$ cat src/rtl/axil_cmd_master_if.sv
// ============================================================================
// Module   : axil_cmd_master_if
// Brief    : AXI4-Lite bus bundle (AW/W/B/AR/R) with master and slave views.
// Revision : 1.0
// ============================================================================
`default_nettype none

interface axil_cmd_master_if #(
    parameter int ADDR_W = 4
) ();
    logic              AWVALID;
    logic              AWREADY;
    logic [ADDR_W-1:0] AWADDR;
    logic              WVALID;
    logic              WREADY;
    logic [31:0]       WDATA;
    logic [3:0]        WSTRB;
    logic              BVALID;
    logic              BREADY;
    logic [1:0]        BRESP;
    logic              ARVALID;
    logic              ARREADY;
    logic [ADDR_W-1:0] ARADDR;
    logic              RVALID;
    logic              RREADY;
    logic [31:0]       RDATA;
    logic [1:0]        RRESP;

    modport master (
        output AWVALID, AWADDR, WVALID, WDATA, WSTRB, BREADY, ARVALID, ARADDR, RREADY,
        input  AWREADY, WREADY, BVALID, BRESP, ARREADY, RVALID, RDATA, RRESP
    );

    modport slave (
        input  AWVALID, AWADDR, WVALID, WDATA, WSTRB, BREADY, ARVALID, ARADDR, RREADY,
        output AWREADY, WREADY, BVALID, BRESP, ARREADY, RVALID, RDATA, RRESP
    );
endinterface

`default_nettype wire

$ cat src/rtl/axil_cmd_master.sv
// ============================================================================
// Module   : axil_cmd_master
// Brief    : Single-outstanding AXI4-Lite master driven by a valid/ready
//            command port, with response port and timeout/drain watchdog.
// Revision : 1.0
// ============================================================================
`default_nettype none

module axil_cmd_master #(
    parameter int ADDR_W         = 4,
    parameter int TIMEOUT_CYCLES = 64
) (
    input  wire              ACLK,
    input  wire              ARESETn,
    input  wire              cmd_valid_i,
    output logic             cmd_ready_o,
    input  wire              cmd_write_i,
    input  wire [ADDR_W-1:0] cmd_addr_i,
    input  wire [31:0]       cmd_wdata_i,
    input  wire [3:0]        cmd_wstrb_i,
    output logic             rsp_valid_o,
    input  wire              rsp_ready_i,
    output logic [31:0]      rsp_rdata_o,
    output logic [1:0]       rsp_resp_o,
    output logic             rsp_timeout_o,
    axil_cmd_master_if.master axi
);

    typedef enum logic [2:0] {
        S_IDLE  = 3'd0,
        S_WRITE = 3'd1,
        S_READ  = 3'd2,
        S_RESP  = 3'd3,
        S_DRAIN = 3'd4
    } state_t;

    localparam int                 c_CNT_W   = (TIMEOUT_CYCLES < 2) ? 2 : $clog2(TIMEOUT_CYCLES + 1) + 1;
    localparam logic [c_CNT_W-1:0] c_TIMEOUT = c_CNT_W'(TIMEOUT_CYCLES);
    localparam bit                 c_WD_EN   = (TIMEOUT_CYCLES != 0);

    state_t              state_q;
    logic                cmd_ready_q;
    logic                write_q;
    logic                awvalid_q, wvalid_q, bready_q, arvalid_q, rready_q;
    logic [ADDR_W-1:0]   awaddr_q, araddr_q;
    logic [31:0]         wdata_q;
    logic [3:0]          wstrb_q;
    logic                aw_done_q, w_done_q, b_done_q, ar_done_q, r_done_q;
    logic [c_CNT_W-1:0]  cnt_q;
    logic                rsp_valid_q, rsp_timeout_q;
    logic [31:0]         rsp_rdata_q;
    logic [1:0]          rsp_resp_q;

    logic                w_aw_hs, w_w_hs, w_b_hs, w_ar_hs, w_r_hs;
    logic                aw_done_d, w_done_d, b_done_d, ar_done_d, r_done_d;
    logic                w_quiet, w_expire;
    logic [c_CNT_W-1:0]  cnt_d;

    assign w_aw_hs = awvalid_q & axi.AWREADY;
    assign w_w_hs  = wvalid_q  & axi.WREADY;
    assign w_b_hs  = bready_q  & axi.BVALID;
    assign w_ar_hs = arvalid_q & axi.ARREADY;
    assign w_r_hs  = rready_q  & axi.RVALID;

    // Next-state flags fold in this cycle's handshakes so same-cycle B/R completes.
    assign aw_done_d = aw_done_q | w_aw_hs;
    assign w_done_d  = w_done_q  | w_w_hs;
    assign b_done_d  = b_done_q  | w_b_hs;
    assign ar_done_d = ar_done_q | w_ar_hs;
    assign r_done_d  = r_done_q  | w_r_hs;

    assign w_quiet  = write_q ? (aw_done_d & w_done_d & b_done_d) : (ar_done_d & r_done_d);
    assign cnt_d    = cnt_q + 1'b1;
    assign w_expire = c_WD_EN && (cnt_d == c_TIMEOUT);

    always_ff @(posedge ACLK or negedge ARESETn) begin
        if (!ARESETn) begin
            state_q       <= S_IDLE;
            cmd_ready_q   <= 1'b1;
            write_q       <= 1'b0;
            awvalid_q     <= 1'b0;
            wvalid_q      <= 1'b0;
            bready_q      <= 1'b0;
            arvalid_q     <= 1'b0;
            rready_q      <= 1'b0;
            awaddr_q      <= '0;
            araddr_q      <= '0;
            wdata_q       <= '0;
            wstrb_q       <= '0;
            aw_done_q     <= 1'b0;
            w_done_q      <= 1'b0;
            b_done_q      <= 1'b0;
            ar_done_q     <= 1'b0;
            r_done_q      <= 1'b0;
            cnt_q         <= '0;
            rsp_valid_q   <= 1'b0;
            rsp_timeout_q <= 1'b0;
            rsp_rdata_q   <= '0;
            rsp_resp_q    <= '0;
        end else begin
            aw_done_q <= aw_done_d;
            w_done_q  <= w_done_d;
            b_done_q  <= b_done_d;
            ar_done_q <= ar_done_d;
            r_done_q  <= r_done_d;
            awvalid_q <= awvalid_q & ~w_aw_hs;
            wvalid_q  <= wvalid_q  & ~w_w_hs;
            arvalid_q <= arvalid_q & ~w_ar_hs;

            case (state_q)
                S_IDLE: begin
                    if (cmd_valid_i && cmd_ready_q) begin
                        cmd_ready_q   <= 1'b0;
                        write_q       <= cmd_write_i;
                        cnt_q         <= '0;
                        aw_done_q     <= 1'b0;
                        w_done_q      <= 1'b0;
                        b_done_q      <= 1'b0;
                        ar_done_q     <= 1'b0;
                        r_done_q      <= 1'b0;
                        rsp_rdata_q   <= '0;
                        rsp_resp_q    <= '0;
                        rsp_timeout_q <= 1'b0;
                        if (cmd_write_i) begin
                            awaddr_q  <= cmd_addr_i;
                            wdata_q   <= cmd_wdata_i;
                            wstrb_q   <= cmd_wstrb_i;
                            awvalid_q <= 1'b1;
                            wvalid_q  <= 1'b1;
                            bready_q  <= 1'b1;
                            state_q   <= S_WRITE;
                        end else begin
                            araddr_q  <= cmd_addr_i;
                            arvalid_q <= 1'b1;
                            rready_q  <= 1'b1;
                            state_q   <= S_READ;
                        end
                    end
                end

                S_WRITE, S_READ: begin
                    cnt_q <= cnt_d;
                    if (w_b_hs) rsp_resp_q <= axi.BRESP;
                    if (w_r_hs) begin
                        rsp_rdata_q <= axi.RDATA;
                        rsp_resp_q  <= axi.RRESP;
                    end
                    // Completion takes priority over a coincident watchdog expiry.
                    if (w_quiet) begin
                        rsp_valid_q <= 1'b1;
                        bready_q    <= 1'b0;
                        rready_q    <= 1'b0;
                        state_q     <= S_RESP;
                    end else if (w_expire) begin
                        rsp_valid_q   <= 1'b1;
                        rsp_timeout_q <= 1'b1;
                        rsp_resp_q    <= 2'b11;
                        rsp_rdata_q   <= '0;
                        state_q       <= S_DRAIN;
                    end
                end

                S_RESP: begin
                    if (rsp_ready_i) begin
                        rsp_valid_q <= 1'b0;
                        cmd_ready_q <= 1'b1;
                        state_q     <= S_IDLE;
                    end
                end

                S_DRAIN: begin
                    if (rsp_valid_q && rsp_ready_i) rsp_valid_q <= 1'b0;
                    // Leave only when the bus is idle and the timeout response is gone.
                    if (w_quiet && (!rsp_valid_q || rsp_ready_i)) begin
                        bready_q    <= 1'b0;
                        rready_q    <= 1'b0;
                        cmd_ready_q <= 1'b1;
                        state_q     <= S_IDLE;
                    end
                end

                default: state_q <= S_IDLE;
            endcase
        end
    end

    assign cmd_ready_o   = cmd_ready_q;
    assign rsp_valid_o   = rsp_valid_q;
    assign rsp_rdata_o   = rsp_rdata_q;
    assign rsp_resp_o    = rsp_resp_q;
    assign rsp_timeout_o = rsp_timeout_q;

    assign axi.AWVALID = awvalid_q;
    assign axi.AWADDR  = awaddr_q;
    assign axi.WVALID  = wvalid_q;
    assign axi.WDATA   = wdata_q;
    assign axi.WSTRB   = wstrb_q;
    assign axi.BREADY  = bready_q;
    assign axi.ARVALID = arvalid_q;
    assign axi.ARADDR  = araddr_q;
    assign axi.RREADY  = rready_q;

endmodule

`default_nettype wire

$ cat src/flat_wrapper.sv
// flat-port wrapper written by rule: the top's interface ports become plain ports
module axil_cmd_master_flat 
#(
    parameter int ADDR_W         = 4,
    parameter int TIMEOUT_CYCLES = 64
)
  (ACLK, ARESETn, cmd_valid_i, cmd_ready_o, cmd_write_i, cmd_addr_i, cmd_wdata_i, cmd_wstrb_i, rsp_valid_o, rsp_ready_i, rsp_rdata_o, rsp_resp_o, rsp_timeout_o, axi_AWVALID, axi_AWADDR, axi_WVALID, axi_WDATA, axi_WSTRB, axi_BREADY, axi_ARVALID, axi_ARADDR, axi_RREADY, axi_AWREADY, axi_WREADY, axi_BVALID, axi_BRESP, axi_ARREADY, axi_RVALID, axi_RDATA, axi_RRESP);
  axil_cmd_master_if #(.ADDR_W(ADDR_W)) axi_i ();
  input  wire ACLK;
  input  wire ARESETn;
  input  wire cmd_valid_i;
  output logic cmd_ready_o;
  input  wire cmd_write_i;
  input  wire [ADDR_W-1:0] cmd_addr_i;
  input  wire [31:0] cmd_wdata_i;
  input  wire [3:0] cmd_wstrb_i;
  output logic rsp_valid_o;
  input  wire rsp_ready_i;
  output logic [31:0] rsp_rdata_o;
  output logic [1:0] rsp_resp_o;
  output logic rsp_timeout_o;
  output wire logic [$bits(axi_i.AWVALID)-1:0] axi_AWVALID;
  output wire logic [$bits(axi_i.AWADDR)-1:0] axi_AWADDR;
  output wire logic [$bits(axi_i.WVALID)-1:0] axi_WVALID;
  output wire logic [$bits(axi_i.WDATA)-1:0] axi_WDATA;
  output wire logic [$bits(axi_i.WSTRB)-1:0] axi_WSTRB;
  output wire logic [$bits(axi_i.BREADY)-1:0] axi_BREADY;
  output wire logic [$bits(axi_i.ARVALID)-1:0] axi_ARVALID;
  output wire logic [$bits(axi_i.ARADDR)-1:0] axi_ARADDR;
  output wire logic [$bits(axi_i.RREADY)-1:0] axi_RREADY;
  input wire logic [$bits(axi_i.AWREADY)-1:0] axi_AWREADY;
  input wire logic [$bits(axi_i.WREADY)-1:0] axi_WREADY;
  input wire logic [$bits(axi_i.BVALID)-1:0] axi_BVALID;
  input wire logic [$bits(axi_i.BRESP)-1:0] axi_BRESP;
  input wire logic [$bits(axi_i.ARREADY)-1:0] axi_ARREADY;
  input wire logic [$bits(axi_i.RVALID)-1:0] axi_RVALID;
  input wire logic [$bits(axi_i.RDATA)-1:0] axi_RDATA;
  input wire logic [$bits(axi_i.RRESP)-1:0] axi_RRESP;
  assign axi_AWVALID = axi_i.AWVALID;
  assign axi_AWADDR = axi_i.AWADDR;
  assign axi_WVALID = axi_i.WVALID;
  assign axi_WDATA = axi_i.WDATA;
  assign axi_WSTRB = axi_i.WSTRB;
  assign axi_BREADY = axi_i.BREADY;
  assign axi_ARVALID = axi_i.ARVALID;
  assign axi_ARADDR = axi_i.ARADDR;
  assign axi_RREADY = axi_i.RREADY;
  assign axi_i.AWREADY = axi_AWREADY;
  assign axi_i.WREADY = axi_WREADY;
  assign axi_i.BVALID = axi_BVALID;
  assign axi_i.BRESP = axi_BRESP;
  assign axi_i.ARREADY = axi_ARREADY;
  assign axi_i.RVALID = axi_RVALID;
  assign axi_i.RDATA = axi_RDATA;
  assign axi_i.RRESP = axi_RRESP;
  axil_cmd_master #(.ADDR_W(ADDR_W), .TIMEOUT_CYCLES(TIMEOUT_CYCLES)) u_core (.ACLK(ACLK), .ARESETn(ARESETn), .cmd_valid_i(cmd_valid_i), .cmd_ready_o(cmd_ready_o), .cmd_write_i(cmd_write_i), .cmd_addr_i(cmd_addr_i), .cmd_wdata_i(cmd_wdata_i), .cmd_wstrb_i(cmd_wstrb_i), .rsp_valid_o(rsp_valid_o), .rsp_ready_i(rsp_ready_i), .rsp_rdata_o(rsp_rdata_o), .rsp_resp_o(rsp_resp_o), .rsp_timeout_o(rsp_timeout_o), .axi(axi_i));
endmodule
$ cat config.mk
export PLATFORM = sky130hd
export DESIGN_NAME = axil_cmd_master_flat
export DESIGN_NICKNAME = d
export VERILOG_FILES = /design/src/rtl/axil_cmd_master_if.sv /design/src/rtl/axil_cmd_master.sv /design/src/flat_wrapper.sv
export SDC_FILE = /design/constraint.sdc
export NUM_CORES = 1
export LEC_CHECK = 0
export CAP_MARGIN = 0
export CORE_ASPECT_RATIO = 0.75
export CORE_MARGIN = 8
export CORE_UTILIZATION = 46
export CTS_CLUSTER_DIAMETER = 80
export DETAILED_ROUTE_END_ITERATION = 10
export PLACE_DENSITY_LB_ADDON = 0.1
export REMOVE_ABC_BUFFERS = 1
export SLEW_MARGIN = 10
export SYNTH_ARGS = -nofsm -noshare
export SYNTH_HDL_FRONTEND = slang
export SYNTH_SLANG_ARGS = --single-unit
export TNS_END_PERCENT = 100
$ cat constraint.sdc
create_clock -name ACLK -period 2.7 [get_ports ACLK]
set_input_delay 0.405 -clock ACLK [delete_from_list [all_inputs] [get_ports ACLK]]
set_output_delay 0.405 -clock ACLK [all_outputs]
set_load 0.005 [all_outputs]
==> impl_results.md, run 1 <==
- Outcome: completed
- Clock transition at path regs: ~0.070 ns
- WP data arrival: 2.36 ns
- Row count: 30
- Avg Cell Area, Syn: 13.0 um^2
- Fin Hold WS: 0.0679 ns
- Share of cells above drive strength 1: 0.0689
- Reg-to-Reg End: u_core.rsp_rdata_o[29]$_DFFE_PN0P_
- FMAX: about 0.47 GHz
- Fin. max-slew vios: 0
- First-pass GRT wire length: 18,500 um
- Hold_buf cts: 0
- Crit path kind: register to register
- Max-capacitance violation count: 0
- Core area: 9010 um^2
- Vias/cell: around 5.4
- Post_cts resized: 0
- Vias: 3,344
- Area of the multi-input gates: 1540 um^2
- DR WL/cell: roughly 19 um
- Synth cell types: 45
- PwrDens: approximately 460 nW/um^2
- FF+latch area: 2580 um^2
- Drt initial violations: 275
- Ys async rst share: 1.00
- Seq cells post-synth: between 100 and 150
- Clock buffer depth: 2
- Hpwl dp: 8590 um
- Worst setup EP type: register
- CP Max Fanout: 32
- Final Hold Viols: 0
- Min-Delay Path Class: primary input to asynchronous set/reset pin
- Leakage power: 2.92 nW
- Yosys warning total: 0
- Fin crit share: 0.794
- I/O pins: 172
- DRC viols: 0
- Worst-Skew Late Latency: 0.34 ns
- Initial Util: 0.470
- CP peak stage delay: between 0.4 and 0.5 ns
- Origin of the critical flop-to-flop path: u_core.cnt_q[0]$_DFFE_PN0P_
- Period minus WS final: around 2.1 ns
- Antenna violations before repair: 0
- Die area: 12,600 um^2
- DRT Pass-1 Iters: 5
- DIE HEIGHT: 99.1 um
- Seq/Total Area, Yosys: 0.609
- Most common cell in the synthesized netlist: dfrtp_1
- CP Launch Type: register
- Final WL: ~12,000 um
- GRT Util Overall: 0.184
- Root Driver: clkbuf_16
- Post-CTS Setup Inserts: 0
- Nets: 590
- Area growth, synth to finish: 50.9%
- H-tree Lvls: 3
- Die width: 127 um
- Crit-path leading delay family: simple AND/OR/NAND/NOR gates
- I/O Buffers: 171
- Largest net degree at the start of global routing: just over 60
- CTS tree: yes
- Overflow after GRT: 0
- Crit-path cells: ha_1 > nand2_1 > a2111oi_0 > nor4b_2 > nor2_4 > a22o_1
- Clock share of power: 0.419
- GP Congestion: approximately 0.91
- Reg2reg path depth: 6
- # fillers: 653
- Post-route ant nets: 0
- Net switching power of the design: 0.000621 W
- Post-Syn Area: 4240 um^2
- Syn Inst Count: roughly 330
- Ant. Diodes: 0
- Comb power frac: 0.059
- Synth area leader: dfrtp_1
- Clk sinks: 103
- Post-place setup slack: -0.153 ns
- # setup viols final: 0
- Worst vdd ir: 0.252 mV
- Vias in the first global route: about 3.4k
- Worst Clk Skew: 0.0112 ns
- Max-slew headroom: 0.522
- Commonest cells post-synth: 102 x dfrtp_1, 44 x mux2_1, 33 x a22o_1
- CTS Buf Count: 9
- Crit path buffers/inverters: 0
- Crit path setup slack, layout: 0.555 ns
- Internal: between 0.002 and 0.0025 W
- Synth top area share: 0.603
- Flop pwr share: 0.522
- Top post-synthesis cells by area: dfrtp_1 60%, mux2_1 12%, a22o_1 6.8%, o21ai_1 2.1%, nor2_1 1.8%
- Unrepaired setup endpoints after global routing: no
- Synth Flop Type: dfrtp_1
- EDFF count, synth: 0
- Slowest CP cell: dfrtp_1
- Sw Share: 0.209
- Actual slew at the worst max-slew pin: 0.715 ns
- R2R setup slack: 0.56 ns
- Worst endpoint required time: 2.92 ns
## flip-flops by register name, summed over array words and instances (netlist names), 2 cells and up
| signal | cells |
|---|---|
| u_core.axi.ARADDR | 4 |
| u_core.state_q | 3 |
| u_core.rsp_resp_o | 2 |
| u_core.cnt_q | 8 |
| u_core.axi.AWADDR | 4 |
| u_core.axi.WDATA | 32 |
| u_core.rsp_rdata_o | 32 |
| u_core.axi.WSTRB | 4 |
## layout by cell type, fill, tap and decap left out, types with 6 or more instances in the layout
cell type and n:
a21oi_1 14, a22o_1 33, a31oi_1 6, buf_4 8
clkbuf_16 9, clkdlybuf4s50_1 170, dfrtp_1 102, mux2_1 44
nand2_1 18, nor2_1 19, o21ai_1 18
## power by group through the flow
stage          registers, W   logic, W  clock network, W
5_1_grt             0.00155   0.000189           0.00134
3_3_place_gp        0.00158   0.000175                 0
2_1_floorplan       0.00158  0.0000101                 0
6_report            0.00155   0.000175           0.00124
3_5_place_dp        0.00158   0.000176                 0
4_1_cts             0.00155   0.000177           0.00129
## through the flow
| step | instances | area [um^2] | total power, W | setup TNS [ns] | utilization |
|---|---|---|---|---|---|
| finish | 620 | 6390 | 0.00297 | 0 | 0.709 |
| global route | 620 | 6390 | 0.00307 | 0 | 0.709 |
| CTS | 620 | 6390 | 0.00301 | 0 | 0.709 |
| detailed placement | 604 | 6090 | 0.00176 | -4.25 | 0.676 |
| global placement | 604 | 6090 | 0.00175 | -3.17 | 0.676 |
| floorplan | 311 | 4120 | 0.00159 | -60.53 | - |
## cell type report
class	count	area share
sequential	103	0.403
multi-input combinational	203	0.241
clock buffer	11	0.0395
tap	112	0.0219
clock inverter	5	0.00646
inverter	5	0.00294
timing repair buffer	181	0.285
## routing by layer
| metal | GRT usage | up-vias | part of all wire |
|---|---|---|---|
| met5 | 0 | - | 0 |
| met1 | 0.231 | 1620 | 0.44 |
| met4 | 0.0529 | 0 | 0.013 |
| met3 | 0.0754 | 13 | 0.10 |
| met2 | 0.288 | 168 | 0.45 |
| li1 | - | 1543 | - |
## worst register-to-register path, delay by kind of cell, from the launching register on
kind            cells  cell delay, ns
compound gates      2            0.63
fa+ha+maj           1            0.26
flops               1            0.45
simple gates        3            0.69
## worst max-delay path by stage
stage	endpoint	slack [ns]	startpoint	cells after the start
after floorplan	u_core.axi.AWADDR[1]$_DFFE_PN0P_	-1.49	u_core.cmd_ready_o$_DFFE_PN1P_	5
after global placement	u_core.rsp_rdata_o[25]$_DFFE_PN0P_	-0.10	axi_BVALID	6
after detailed placement	u_core.rsp_rdata_o[29]$_DFFE_PN0P_	-0.15	axi_BVALID	6
after CTS	u_core.rsp_rdata_o[29]$_DFFE_PN0P_	0.20	axi_BVALID	6
after global routing	u_core.rsp_rdata_o[29]$_DFFE_PN0P_	0.35	u_core.cnt_q[0]$_DFFE_PN0P_	6
final	u_core.rsp_rdata_o[29]$_DFFE_PN0P_	0.56	u_core.cnt_q[0]$_DFFE_PN0P_	6
## logic make-up after synthesis
group,after synthesis,share of synthesized area
and+or+nand+nor,62,0.0756
buffers and inverters,21,0.0310
adders and majority gates,1,0.00295
xor gates and xnor gates,1,0.00207
AOI/OAI and AO/OA,93,0.158
muxes,46,0.122
DFF,103,0.609
Note: power is estimated with default switching activity, not from simulation.
==> run 2, diff against run 1 <==
- CORE_UTILIZATION: 46 -> 43
- clock period: 2.7 -> 2.21 ns (I/O delays scaled with it)
==> impl_results.md, run 2 (synthesis gave the netlist of run 1 again) <==
- Internal: 0.00284 W (+21%)
- Crit path kind: register to register
- I/O Buffers: 171 (unchanged)
- Unrepaired setup endpoints after global routing: yes
- WP data arrival: 2.33 ns (-0.03 ns)
- Crit path buffers/inverters: 1 (+1)
- Fin. max-slew vios: 0 (unchanged)
- Fin crit share: 0.951 (+0.157)
- H-tree Lvls: 3 (unchanged)
- DIE HEIGHT: 102 um (+2.9%)
- Period minus WS final: 2.10 ns (-0.0427 ns)
- Post_cts resized: 0 (unchanged)
- Overflow after GRT: 0 (unchanged)
- Nets: 596 (+1.0%)
- PwrDens: 562 nW/um^2 (+21%)
- First-pass GRT wire length: 18,500 um (+0.11%)
- CTS tree: yes
- Worst setup EP type: register
- Initial Util: 0.440 (-0.0298)
- Post-place setup slack: -0.0792 ns (+0.0734 ns)
- CP peak stage delay: 0.43 ns (-0.02 ns)
- Flop pwr share: 0.521 (about the same)
- Hpwl dp: 8890 um (+3.5%)
- DRC viols: 0 (unchanged)
- Vias: 3,327 (-0.51%)
- DRT Pass-1 Iters: 4 (-1)
- Worst endpoint required time: 2.44 ns (-0.48 ns)
- Setup TNS: 0 ns (unchanged)
- Worst Clk Skew: 0.00875 ns (-0.00242 ns)
- Worst-Skew Late Latency: 0.34 ns (about the same)
- Max-capacitance violation count: 0 (unchanged)
- Min-Delay Path Class: primary input to asynchronous set/reset pin
- Crit-path leading delay family: compound AO/OA/AOI/OAI gates
- Util after Layout: 0.672 (-0.0370)
- Antenna violations before repair: 0 (unchanged)
- Clock transition at path regs: 0.07 ns (about the same)
- Crit-path cells: ha_1 > nand2_1 > a2111oi_1 > nor4b_2 > nor2_2 > buf_12 > a22o_1
- Clock share of power: 0.420 (about the same)
- Vias in the first global route: 3,446 (+0.55%)
- Outcome: completed
- Leakage power: 2.96 nW (+1.5%)
- Share of cells above drive strength 1: 0.0817 (+0.0128)
- Clk sinks: 103 (unchanged)
- Core area: 9620 um^2 (+6.8%)
- Leading cell type in the layout, fill and taps excluded: clkdlybuf4s50_1
- CTS Buf Count: 9 (unchanged)
- Root Driver: clkbuf_16
- Clock buffer depth: 2 (unchanged)
- Area growth, synth to finish: 52.7%
- Net switching power of the design: 0.000790 W (+27%)
- Tot Pwr: 0.00363 W (+22%)
- Hold_buf cts: 0 (unchanged)
- Most frequent cells in the layout: 170 x clkdlybuf4s50_1, 102 x dfrtp_1, 44 x mux2_1, 33 x a22o_1
- Drt initial violations: 291 (+5.8%)
- GRT Util Overall: 0.180 (-0.00365)
- Row count: 31 (+3.3%)
- Slowest CP cell: dfrtp_1
- DR WL/cell: 18.5 um (-0.79%)
- Sw Share: 0.217 (+0.00802)
- Final Hold Viols: 0 (unchanged)
- Final WL: 12,000 um (+3.4%)
- Max-slew headroom: 0.638 (+0.115)
- Largest net degree at the start of global routing: 104 (+68%)
- Die width: 131 um (+3.0%)
- Die area: 13,300 um^2 (+6.0%)
- FMAX: 0.476 GHz (+2.0%)
- GP Congestion: 0.848 (-7.2%)
- Ant. Diodes: 0 (unchanged)
- Actual slew at the worst max-slew pin: 0.544 ns (-0.171 ns)
- CP Max Fanout: 32 (unchanged)
- Post-CTS Setup Inserts: 0 (unchanged)
- # fillers: 772 (+18%)
- I/O pins: 172 (unchanged)
- Comb power frac: 0.059 (about the same)
- Vias/cell: 5.15 (-4.5%)
- Worst vdd ir: 0.380 mV (+51%)
- Post-route ant nets: 0 (unchanged)
- CP Launch Type: register
- # setup viols final: 0 (unchanged)
- Crit path setup slack, layout: 0.108 ns (-0.447 ns)
[run 2: through the flow]
step / cells / cell area (um^2) / hold slack (ns)
4_1_cts: 646 / 6460 / 0.0741
5_1_grt: 646 / 6470 / 0.0791
2_1_floorplan: 311 / 4120 / 0.0359
3_3_place_gp: 630 / 6170 / 0.440
3_5_place_dp: 630 / 6170 / 0.444
6_report: 646 / 6470 / 0.0365
[run 2: routing by layer]
| metal | part of all wire | routed length [um] | track usage | up-vias |
|---|---|---|---|---|
| li1 | - | - | - | 1561 |
| met1 | 0.44 | 5260 | 0.230 | 1629 |
| met2 | 0.45 | 5390 | 0.278 | 126 |
| met3 | 0.097 | 1170 | 0.0693 | 11 |
| met4 | 0.012 | 148 | 0.0589 | 0 |
| met5 | 0 | 0 | 0 | - |
[run 2: area by class of cell]
cell class | count | area, um^2 | area share
clock buffers | 10 | 239 | 0.0369
clock inverters | 6 | 51.3 | 0.00793
inverters | 5 | 18.8 | 0.00290
multi-input cells | 203 | 1540 | 0.238
flip-flops and latches | 103 | 2580 | 0.399
well taps | 132 | 165 | 0.0255
repair buffers | 187 | 1880 | 0.291
[run 2: path summary, 6_finish.rpt]
check                                            startpoint                                  to  slack (ns)  cells after the start
max in group asynchronous                           ARESETn      u_core.cmd_ready_o$_DFFE_PN1P_        1.75                      2
max reg2reg                     u_core.cnt_q[1]$_DFFE_PN0P_  u_core.rsp_rdata_o[18]$_DFFE_PN0P_        0.11                      7
min                                                 ARESETn    u_core.axi.AWADDR[1]$_DFFE_PN0P_        0.04                      2
min reg2reg                u_core.axi.WDATA[30]$_DFFE_PN0P_    u_core.axi.WDATA[30]$_DFFE_PN0P_        0.48                      1
max                             u_core.cnt_q[1]$_DFFE_PN0P_  u_core.rsp_rdata_o[18]$_DFFE_PN0P_        0.11                      7
min in group ACLK          u_core.axi.WDATA[30]$_DFFE_PN0P_    u_core.axi.WDATA[30]$_DFFE_PN0P_        0.48                      1
[run 2: worst reg2reg max path, stage by stage (launching register included)]
cell	delay [ns]
dfrtp_1	0.43
ha_1	0.25
nand2_1	0.11
a2111oi_1	0.34
nor4b_2	0.34
nor2_2	0.10
buf_12	0.17
a22o_1	0.25
[run 2: power by group through the flow]
| stage | Combinational, W | Sequential (W) | Clock [W] |
|---|---|---|---|
| final | 0.000215 | 0.00189 | 0.00153 |
| after global routing | 0.000234 | 0.00189 | 0.00164 |
| after CTS | 0.000220 | 0.00189 | 0.00157 |
| after detailed placement | 0.000218 | 0.00193 | 0 |
| after global placement | 0.000216 | 0.00193 | 0 |
| after floorplan | 0.0000124 | 0.00193 | 0 |
==> run 3, diff against run 2 <==
- SLEW_MARGIN: 10 -> 20
==> results of run 3 <==
The final DEF is identical to that of run 2; final timing and power are the same.
